[config.mk]
export PLATFORM = sky130hd
export DESIGN_NAME = microcode_controller
export DESIGN_NICKNAME = d
export VERILOG_FILES = /design/src/rtl/microcode_controller.sv
export SDC_FILE = /design/constraint.sdc
export NUM_CORES = 1
export LEC_CHECK = 0
export BUFFER_PORTS_ARGS = -buffer_cell sky130_fd_sc_hd__buf_4
export CORE_MARGIN = 5
export CORE_UTILIZATION = 45
export DETAILED_ROUTE_END_ITERATION = 10
export PLACE_DENSITY = 0.71
export SYNTH_ARGS = -nofsm -noshare
export SYNTH_HDL_FRONTEND = slang
export SYNTH_SLANG_ARGS = --single-unit
[constraint.sdc]
create_clock -name clock -period 3.2 [get_ports clock]
set_input_delay 0.64 -clock clock [delete_from_list [all_inputs] [get_ports clock]]
set_output_delay 0.64 -clock clock [all_outputs]
set_load 0.01 [all_outputs]
[src/rtl/microcode_controller.sv]
// microcode_controller: next-address sequencer for the microcode store.
// Drives the combinational ROM address, latches the fetched word into the
// pipeline register and decodes branch/call/return/loop/wait/halt fields.
// Optional feature macro: UCTRL_BREAKPOINT_EN (adds bkpt_addr/bkpt_en).
module microcode_controller #(
  parameter int unsigned ADDR_W      = 12,
  parameter int unsigned WORD_W      = 56,
  parameter int unsigned STACK_DEPTH = 4
) (
  input  logic                       clock,
  input  logic                       reset,
  input  logic                       start,
  input  logic [ADDR_W-1:0]          start_addr,
  output logic                       halted,
  output logic [ADDR_W-1:0]          rom_addr,
  input  logic [WORD_W-1:0]          rom_data,
  input  logic [15:0]                cond_in,
  output logic [WORD_W-ADDR_W-10:0]  ctrl_out,
  output logic                       stack_err
`ifdef UCTRL_BREAKPOINT_EN
  ,
  input  logic [ADDR_W-1:0]          bkpt_addr,
  input  logic                       bkpt_en
`endif
);

  localparam int unsigned SP_W  = $clog2(STACK_DEPTH + 1);
  localparam int unsigned IDX_W = (STACK_DEPTH > 1) ? $clog2(STACK_DEPTH) : 1;

  typedef enum logic {
    S_IDLE,
    S_RUN
  } state_e;

  typedef enum logic [3:0] {
    OP_CONT = 4'd0,
    OP_JUMP = 4'd1,
    OP_CALL = 4'd2,
    OP_RET  = 4'd3,
    OP_LDCT = 4'd4,
    OP_LOOP = 4'd5,
    OP_WAIT = 4'd6,
    OP_HALT = 4'd7
  } op_e;

  state_e              state;
  state_e              state_nxt;
  logic [WORD_W-1:0]   pipeline;
  logic [ADDR_W-1:0]   cur_addr;
  logic [ADDR_W-1:0]   ctr;
  logic [ADDR_W-1:0]   stack [STACK_DEPTH];
  logic [SP_W-1:0]     sp;
  logic                err;

  // Decoded fields of the word currently in the pipeline
  logic [ADDR_W-1:0]   imm;
  logic [3:0]          op;
  logic [3:0]          csel;
  logic                cpol;
  logic                cond;
  logic [ADDR_W-1:0]   seq;
  logic [ADDR_W-1:0]   stack_top;
  logic                stack_full;
  logic                stack_empty;

  // Sequencing controls
  logic [ADDR_W-1:0]   next_addr;
  logic                fetch;
  logic                push;
  logic                pop;
  logic                ctr_load;
  logic                ctr_dec;
  logic                err_set;
  logic                err_clr;

  assign imm         = pipeline[ADDR_W-1:0];
  assign op          = pipeline[ADDR_W+3:ADDR_W];
  assign csel        = pipeline[ADDR_W+7:ADDR_W+4];
  assign cpol        = pipeline[ADDR_W+8];
  assign cond        = (csel == 4'd0) ? 1'b1 : (cond_in[csel] ^ cpol);
  assign seq         = cur_addr + ADDR_W'(1);
  assign stack_full  = (sp == SP_W'(STACK_DEPTH));
  assign stack_empty = (sp == '0);
  assign stack_top   = stack[IDX_W'(sp - SP_W'(1))];

  assign halted    = (state == S_IDLE);
  assign ctrl_out  = pipeline[WORD_W-1:ADDR_W+9];
  assign stack_err = err;
  // Reset forces the visible address to zero at once; the state registers
  // are already cleared asynchronously so next_addr itself needs no gating.
  assign rom_addr  = reset ? next_addr : '0;

  // State register
  always_ff @(posedge clock or negedge reset) begin
    if (!reset) begin
      state <= S_IDLE;
    end else begin
      state <= state_nxt;
    end
  end

  // Next-state, next-address and sequencing side-effect decode
  always_comb begin
    state_nxt = state;
    next_addr = '0;
    fetch     = 1'b0;
    push      = 1'b0;
    pop       = 1'b0;
    ctr_load  = 1'b0;
    ctr_dec   = 1'b0;
    err_set   = 1'b0;
    err_clr   = 1'b0;
    case (state)
      S_IDLE: begin
        if (start) begin
          next_addr = start_addr;
          fetch     = 1'b1;
          err_clr   = 1'b1;
          state_nxt = S_RUN;
        end
      end
      S_RUN: begin
        fetch     = 1'b1;
        next_addr = seq;
        case (op)
          OP_JUMP: if (cond) next_addr = imm;
          OP_CALL: begin
            if (cond) begin
              next_addr = imm;
              if (stack_full) err_set = 1'b1;
              else            push    = 1'b1;
            end
          end
          OP_RET: begin
            if (cond) begin
              if (stack_empty) begin
                next_addr = '0;
                err_set   = 1'b1;
              end else begin
                next_addr = stack_top;
                pop       = 1'b1;
              end
            end
          end
          OP_LDCT: ctr_load = 1'b1;
          OP_LOOP: begin
            if (ctr != '0) begin
              next_addr = imm;
              ctr_dec   = 1'b1;
            end
          end
          OP_WAIT: if (!cond) next_addr = cur_addr;
          OP_HALT: begin
            next_addr = '0;
            fetch     = 1'b0;
            state_nxt = S_IDLE;
          end
          default: ;
        endcase
`ifdef UCTRL_BREAKPOINT_EN
        if (fetch && bkpt_en && (next_addr == bkpt_addr)) begin
          fetch     = 1'b0;
          state_nxt = S_IDLE;
        end
`endif
      end
      default: state_nxt = S_IDLE;
    endcase
  end

  // Pipeline, current address, loop counter, stack pointer and sticky error
  always_ff @(posedge clock or negedge reset) begin
    if (!reset) begin
      pipeline <= '0;
      cur_addr <= '0;
      ctr      <= '0;
      sp       <= '0;
      err      <= 1'b0;
    end else begin
      pipeline <= fetch ? rom_data : '0;
      if (fetch) cur_addr <= next_addr;
      if (ctr_load)     ctr <= imm;
      else if (ctr_dec) ctr <= ctr - ADDR_W'(1);
      if (push)     sp <= sp + SP_W'(1);
      else if (pop) sp <= sp - SP_W'(1);
      if (err_clr)      err <= 1'b0;
      else if (err_set) err <= 1'b1;
    end
  end

  // Return-address storage; contents above sp are don't-care so no reset
  always_ff @(posedge clock) begin
    if (push) stack[IDX_W'(sp)] <= seq;
  end

endmodule

; ---- After elaboration in Yosys (flattened, before gate mapping)
; Memory sizes are Yosys's and may differ from the RTL's.
; Index checks and enable logic that the tools add are counted.
[totals]
inputBits = 87
wordCells = 73
mem_count = 1
reg_bits = 85
ramBits = 48
out_inout_bits = 49
[classes]
order_cmp = 1
mux = 44
n_reduce_logical = 7
eq_ne = 8
n_bitwise = 2
n_addsub = 4
[mem_list]
columns = name, words, width, rd, rd_clocked_by_memory_dff, wr, line_no
row1 = stack, 4, 12, 1, 0, 1, 51  ; logic [ADDR_W-1:0] stack [STACK_DEPTH];
[ops]
columns = cell, count
row1 = $mux W12, 9
row2 = $pmux W12 S5, 1
row3 = $mux W56, 1
row4 = $mux W1, 27
row5 = $pmux W12 S2, 1
row6 = $eq A4 B3 Y1 const B, 4
row7 = $add A12 B1 Y12 const B, 1
row8 = $reduce_bool A12 Y1, 1
row9 = $sub A12 B1 Y12 const B, 1
row10 = $eq A4 B2 Y1 const B, 2
row11 = $mux W3, 2
row12 = $reduce_bool A2 Y1, 3
row13 = $lt A4 B5 Y1 const B, 1
row14 = $bmux W1 S4, 1
row15 = $eq A4 B1 Y1 const B, 1
row16 = $logic_not A4 Y1, 1
row17 = $pmux W1 S2, 2
row18 = $add A3 B1 Y3 const B, 1
row19 = $eq A3 B3 Y1 const B, 1
row20 = $logic_not A3 Y1, 1
row21 = $sub A3 B1 Y3 const B, 1
row22 = $reduce_or A2 Y1, 1
row23 = $not A1 Y1, 1
row24 = $xor A1 B1 Y1, 1

; ---- Depth between registers and ports, before layout
[logic_depth]
ltp_word = 9
depth_mapped = 11
depth_no_buf = 10

; ---- Worst setup path before layout
; No wires, ideal clock.
[synth_path]
path_type = input to output
start = in cond_in[7]
end = out rom_addr[4]
required_ps = 2560
path_stages = 9
setup_slack_ps = -269
n_path_buf = 1
arrival_time_ps = 2829
path_cell_list = mux4_1 > mux2i_1 > mux2_2 > a2111oi_4 > buf_6 > a211oi_4 > nor3_4 > o221ai_2 > a21oi_1
[synth_between]
elab_chain_len = 8
word_cells_on_any_way = 10
classes_between = 9 x mux / 1 x bitwise
[synth_rtl]
columns = item, line_no
row1 = from (decl), 17  ; input logic [15:0] cond_in,
row2 = $bmux W1 S4 (*), 80  ; assign cond = (csel == 4'd0) ? 1'b1 : (cond_in[csel] ^ cpol);
row3 = $mux W1 (not written as such) (*), 80
row4 = $xor A1 B1 Y1 (*), 80
row5 = $mux W1 (*), 80
row6 = "$mux W12, on equally long branches", n/a
row7 = $pmux W12 S5 (*), 125  ; case (op)
row8 = $pmux W12 S2 (*), 113  ; case (state)
row9 = $mux W12 (*), 91  ; assign rom_addr = reset ? next_addr : '0;
row10 = to (decl), 15  ; output logic [ADDR_W-1:0] rom_addr,
; Every way passes the cells marked *; elsewhere a longest branch is shown, timed or not. The select of a mux whose other input is x is not followed.

; ---- Worst setup path in the final report
[layout_path]
start = reg pipeline[18]
end = out rom_addr[3]
[layout_between]
elab_chain_len = 8
word_cells_on_any_way = 11
classes_between = 9 x mux / 1 x bitwise / 1 x reduce/logical
[layout_rtl]
columns = item, line_no
row1 = from (decl), 48  ; logic [WORD_W-1:0] pipeline;
row2 = from (signal assigned), 180  ; pipeline <= fetch ? rom_data : '0;
row3 = $bmux W1 S4, 80
row4 = $mux W1 (not written as such), 80
row5 = $xor A1 B1 Y1, 80
row6 = $mux W1 (*), 80
row7 = "$mux W12, on equally long branches", n/a
row8 = $pmux W12 S5 (*), 125
row9 = $pmux W12 S2 (*), 113
row10 = $mux W12 (*), 91
; Marked as above.

==> results_tabular.tex <==
\begin{tabular}{lr}
\hline
Metric & Value \\
\hline
\multicolumn{2}{l}{\textbf{GRT}} \\
Global-route wire length before repair & 28600 um \\
Global-route usage over all layers & roughly a fifth \\
Grt ovf & 0 \\
Largest net degree at the start of global routing & slightly below 60 \\
Vias in the first global route & around 5.3k \\
Antenna violations before repair & 0 \\
\multicolumn{2}{l}{\textbf{Pwr}} \\
Power Density & approximately 900 nW/um2 \\
Leakage component of the power & 3.70 nW \\
Max rail drop VDD & 527 uV \\
Pwr Total & $\sim$8.0 mW \\
\multicolumn{2}{l}{\textbf{Die}} \\
Die Height & 132 um \\
Placeable core region & about 15000 um2 \\
Total number of placement rows & 44 \\
Die span in x & 132 um \\
Initial standard-cell utilization of the core & 46.1\% \\
Total I/O pin count & between 100 and 150 \\
Overall die area & 17500 um2 \\
\multicolumn{2}{l}{\textbf{Clock network}} \\
Later-pin clock latency in the skew report & between 0.4 and 0.5 ns \\
Clock Tree Buf Depth & 2 \\
CTS H-tree depth & 4 \\
Hold-fix buffers, CTS & 0 \\
TritonCTS buffer count & 17 \\
Clock tree from TritonCTS & built \\
TritonCTS Sinks & 133 \\
Root cell of the clock tree & clkbuf\_16 \\
Register clock-pin slew on the reported worst setup and hold paths & approximately 0.06 ns \\
\multicolumn{2}{l}{\textbf{Finish}} \\
Leading cell type in the layout, fill and taps excluded & buf\_4 \\
Antenna diode count & 0 \\
Number of nets at the end of the flow & 831 \\
Fraction of final layout cells sized beyond drive strength 1 & a little under two fifths \\
Most frequent cells in the layout & buf\_4, dfrtp\_1, and2\_1 \\
Growth of design area from synthesis to finish & 28.9\% \\
Final cell count without fillers & between 900 and 1k \\
\multicolumn{2}{l}{\textbf{Timing}} \\
Tightest Pin Transition & roughly 0.84 ns \\
Relative slew slack & approximately 44\% \\
Pins over their slew limit & 0 \\
RSZ-0062 raised after global routing & true \\
Final worst path period share & 123\% \\
Final count of negative-setup-slack endpoints & 12 \\
Clock period minus final worst setup slack & between 3 and 4 ns \\
Sum Neg Setup Slack & -7.36 ns \\
Final hold viol count & 0 \\
Highest Clock Rate & roughly 250 MHz \\
Worst path setup slack after routing & -0.736 ns \\
Final setup skew & around 0.014 ns \\
\multicolumn{2}{l}{\textbf{Detailed routing}} \\
Routed Wire Length & around 18000 um \\
Post-route met1 wirelength & $\sim$7200 um \\
Number of detailed-route iterations in the first pass & 5 \\
Post-route DRC violation count & 0 \\
Met3 wirelength from detailed routing & 1970 um \\
Average via count per standard cell & between 5 and 6 \\
Total vias in the final route & 5134 \\
WL/cell & between 15 and 20 um \\
Remaining antenna violation count after routing & 0 \\
First DRT Iteration DRCs & about 500 \\
Top Metal Used & met4 \\
DR WL met2 & approximately 8300 um \\
\multicolumn{2}{l}{\textbf{Synthesis}} \\
Cell variety after synth & 70 \\
Total of flip-flops plus latches after synthesis & 133 \\
Proportion of synthesized flip-flops having asynchronous set or reset & between 60\% and 70\% \\
Cell area after synthesis & just under 7000 um2 \\
Part of the Yosys area used for sequential elements & a little over half \\
Yosys Warn Count & 0 \\
Number of enable-type register cells in the synthesized netlist & between 40 and 50 \\
Most instantiated flip-flop cell in the synthesis netlist & dfrtp\_1 \\
Post-synthesis net count & 681 \\
Post-synthesis area per instance & roughly 11 um2 \\
Synthesized instance count & 587 \\
\multicolumn{2}{l}{\textbf{Worst setup path}} \\
Slowest cell on the critical path & mux4\_2 \\
Longest individual stage delay on the worst path & about 0.53 ns \\
Launching element of the worst setup path & pipeline[18]\$\_DFF\_PN0\_ \\
Kind of critical path & flop to output pin \\
Critical Path Start Type & flop \\
Critical path, cell by cell & mux4\_2 -> mux2i\_2 -> mux2\_4 -> a2111oi\_4 -> buf\_12 -> nor2b\_1 -> o2111ai\_1 -> a2bb2oi\_2 -> and2\_4 -> buf\_6 \\
Critical path arrival & 3.30 ns \\
Reg2Reg Launch Point & ctr[0]\$\_DFFE\_PN0P\_ \\
Kind of end point of the critical path & output pin \\
Peak fanout along the critical path & 11 \\
Data required time at the worst endpoint & around 2.6 ns \\
\multicolumn{2}{l}{\textbf{Placement}} \\
Final Wtd Congestion & 0.939 \\
\# placed instances & 900 \\
Detailed-placement wirelength estimate & about 13000 um \\
Port Buffers & $\sim$140 \\
\multicolumn{2}{l}{\textbf{Run}} \\
Maxcap violations & 0 \\
\multicolumn{2}{l}{\textbf{Outcome}} \\
Run status & finished, violations left \\
Violated checks & setup timing \\
\multicolumn{2}{l}{\textbf{Worst hold path}} \\
Tightest Hold Check Type & primary input to asynchronous set/reset pin \\
\hline
\end{tabular}
## timing repair
action	CTS	global route
setup buffers	2	0
pin swaps	0	3
cloned	0	0
resized for setup	13	9
endpoints found under the setup margin	12	12
## critical path, delay by kind of cell, from the launching register on
| family | cells | cell delay [ns] |
|---|---|---|
| AND/OR/NAND/NOR | 2 | 0.24 |
| buffers and inverters | 2 | 0.29 |
| flip-flops | 1 | 0.44 |
| AO/OA/AOI/OAI | 3 | 0.81 |
| multiplexers | 3 | 1.09 |
## power breakdown
part	internal (mW)	switching [mW]	leakage (nW)
clock network	1.17	0.752	0.293
logic	1.60	1.81	1.94
registers	2.27	0.363	1.47
total	5.04	2.93	3.70
## cell usage after synthesis, types with 12 or more instances
master     n  area share, %
xnor2_1   16            2.1
a21oi_1   24            1.8
o21ai_0   25            1.9
and2_1    62            5.8
nor3_1    12           0.89
nand3_1   15            1.1
nor2_1    34            1.9
dfrtp_1   85             32
edfxtp_1  48             21
nand2_1   56            3.1
buf_4     36            4.0
clkbuf_1  14           0.78
## routing by layer
layer | up-vias | GRT usage (%)
met3 | 50 | 7.86
met4 | 0 | 10.3
met2 | 284 | 32.8
li1 | 2361 | -
met5 | - | 0
met1 | 2439 | 25.8
## through the flow
step | hold WS (ns) | util (%) | setup WS (ns) | cell area, um2
6_report | 0.249 | 59.5 | -0.736 | 8680
5_1_grt | 0.281 | 59.5 | -0.813 | 8680
4_1_cts | 0.249 | 59.3 | -0.685 | 8650
3_5_place_dp | 0.506 | 54.9 | -0.646 | 8000
3_3_place_gp | 0.495 | 54.9 | -0.661 | 8000
2_1_floorplan | 0.344 | - | -0.0976 | 6780
## flip-flops by register name, indices dropped and copies added (netlist names)
name and count:
cur_addr 12, stack 48, pipeline 56, ctr 12, state 1, sp 3
stack_err 1
## area by class of cell
class | instances | area, um2
clock buffer | 20 | 479
clock inverter | 12 | 111
fill | 1161 | 5910
inverter | 13 | 48.8
multi-input combinational | 375 | 2740
sequential | 133 | 3570
tap | 184 | 230
timing repair buffer | 197 | 1500
## path summary, 6_finish.rpt
path,end,slack [ns],depth (start not counted)
setup reg to reg,cur_addr[3]$_DFFE_PN0N_,0.29,9
min in group clock,pipeline[13]$_DFF_PN0_,0.42,2
max in group asynchronous,cur_addr[6]$_DFFE_PN0N_,1.83,3
hold / removal,pipeline[54]$_DFF_PN0_,0.25,2
setup / recovery,rom_addr[3],-0.74,10
hold reg to reg,ctr[10]$_DFFE_PN0P_,0.53,1
## logic make-up after synthesis
kind of cell               Yosys count  synth area share, %
and+or+nand+nor                    216                 16.8
DFF                                133                 53.0
AOI/OAI and AO/OA                  104                 11.0
buffers and inverters               79                 7.83
xor gates and xnor gates            24                 3.12
muxes                               24                 6.90
adders and majority gates            7                 1.30
(Power assumes the default switching activity.)
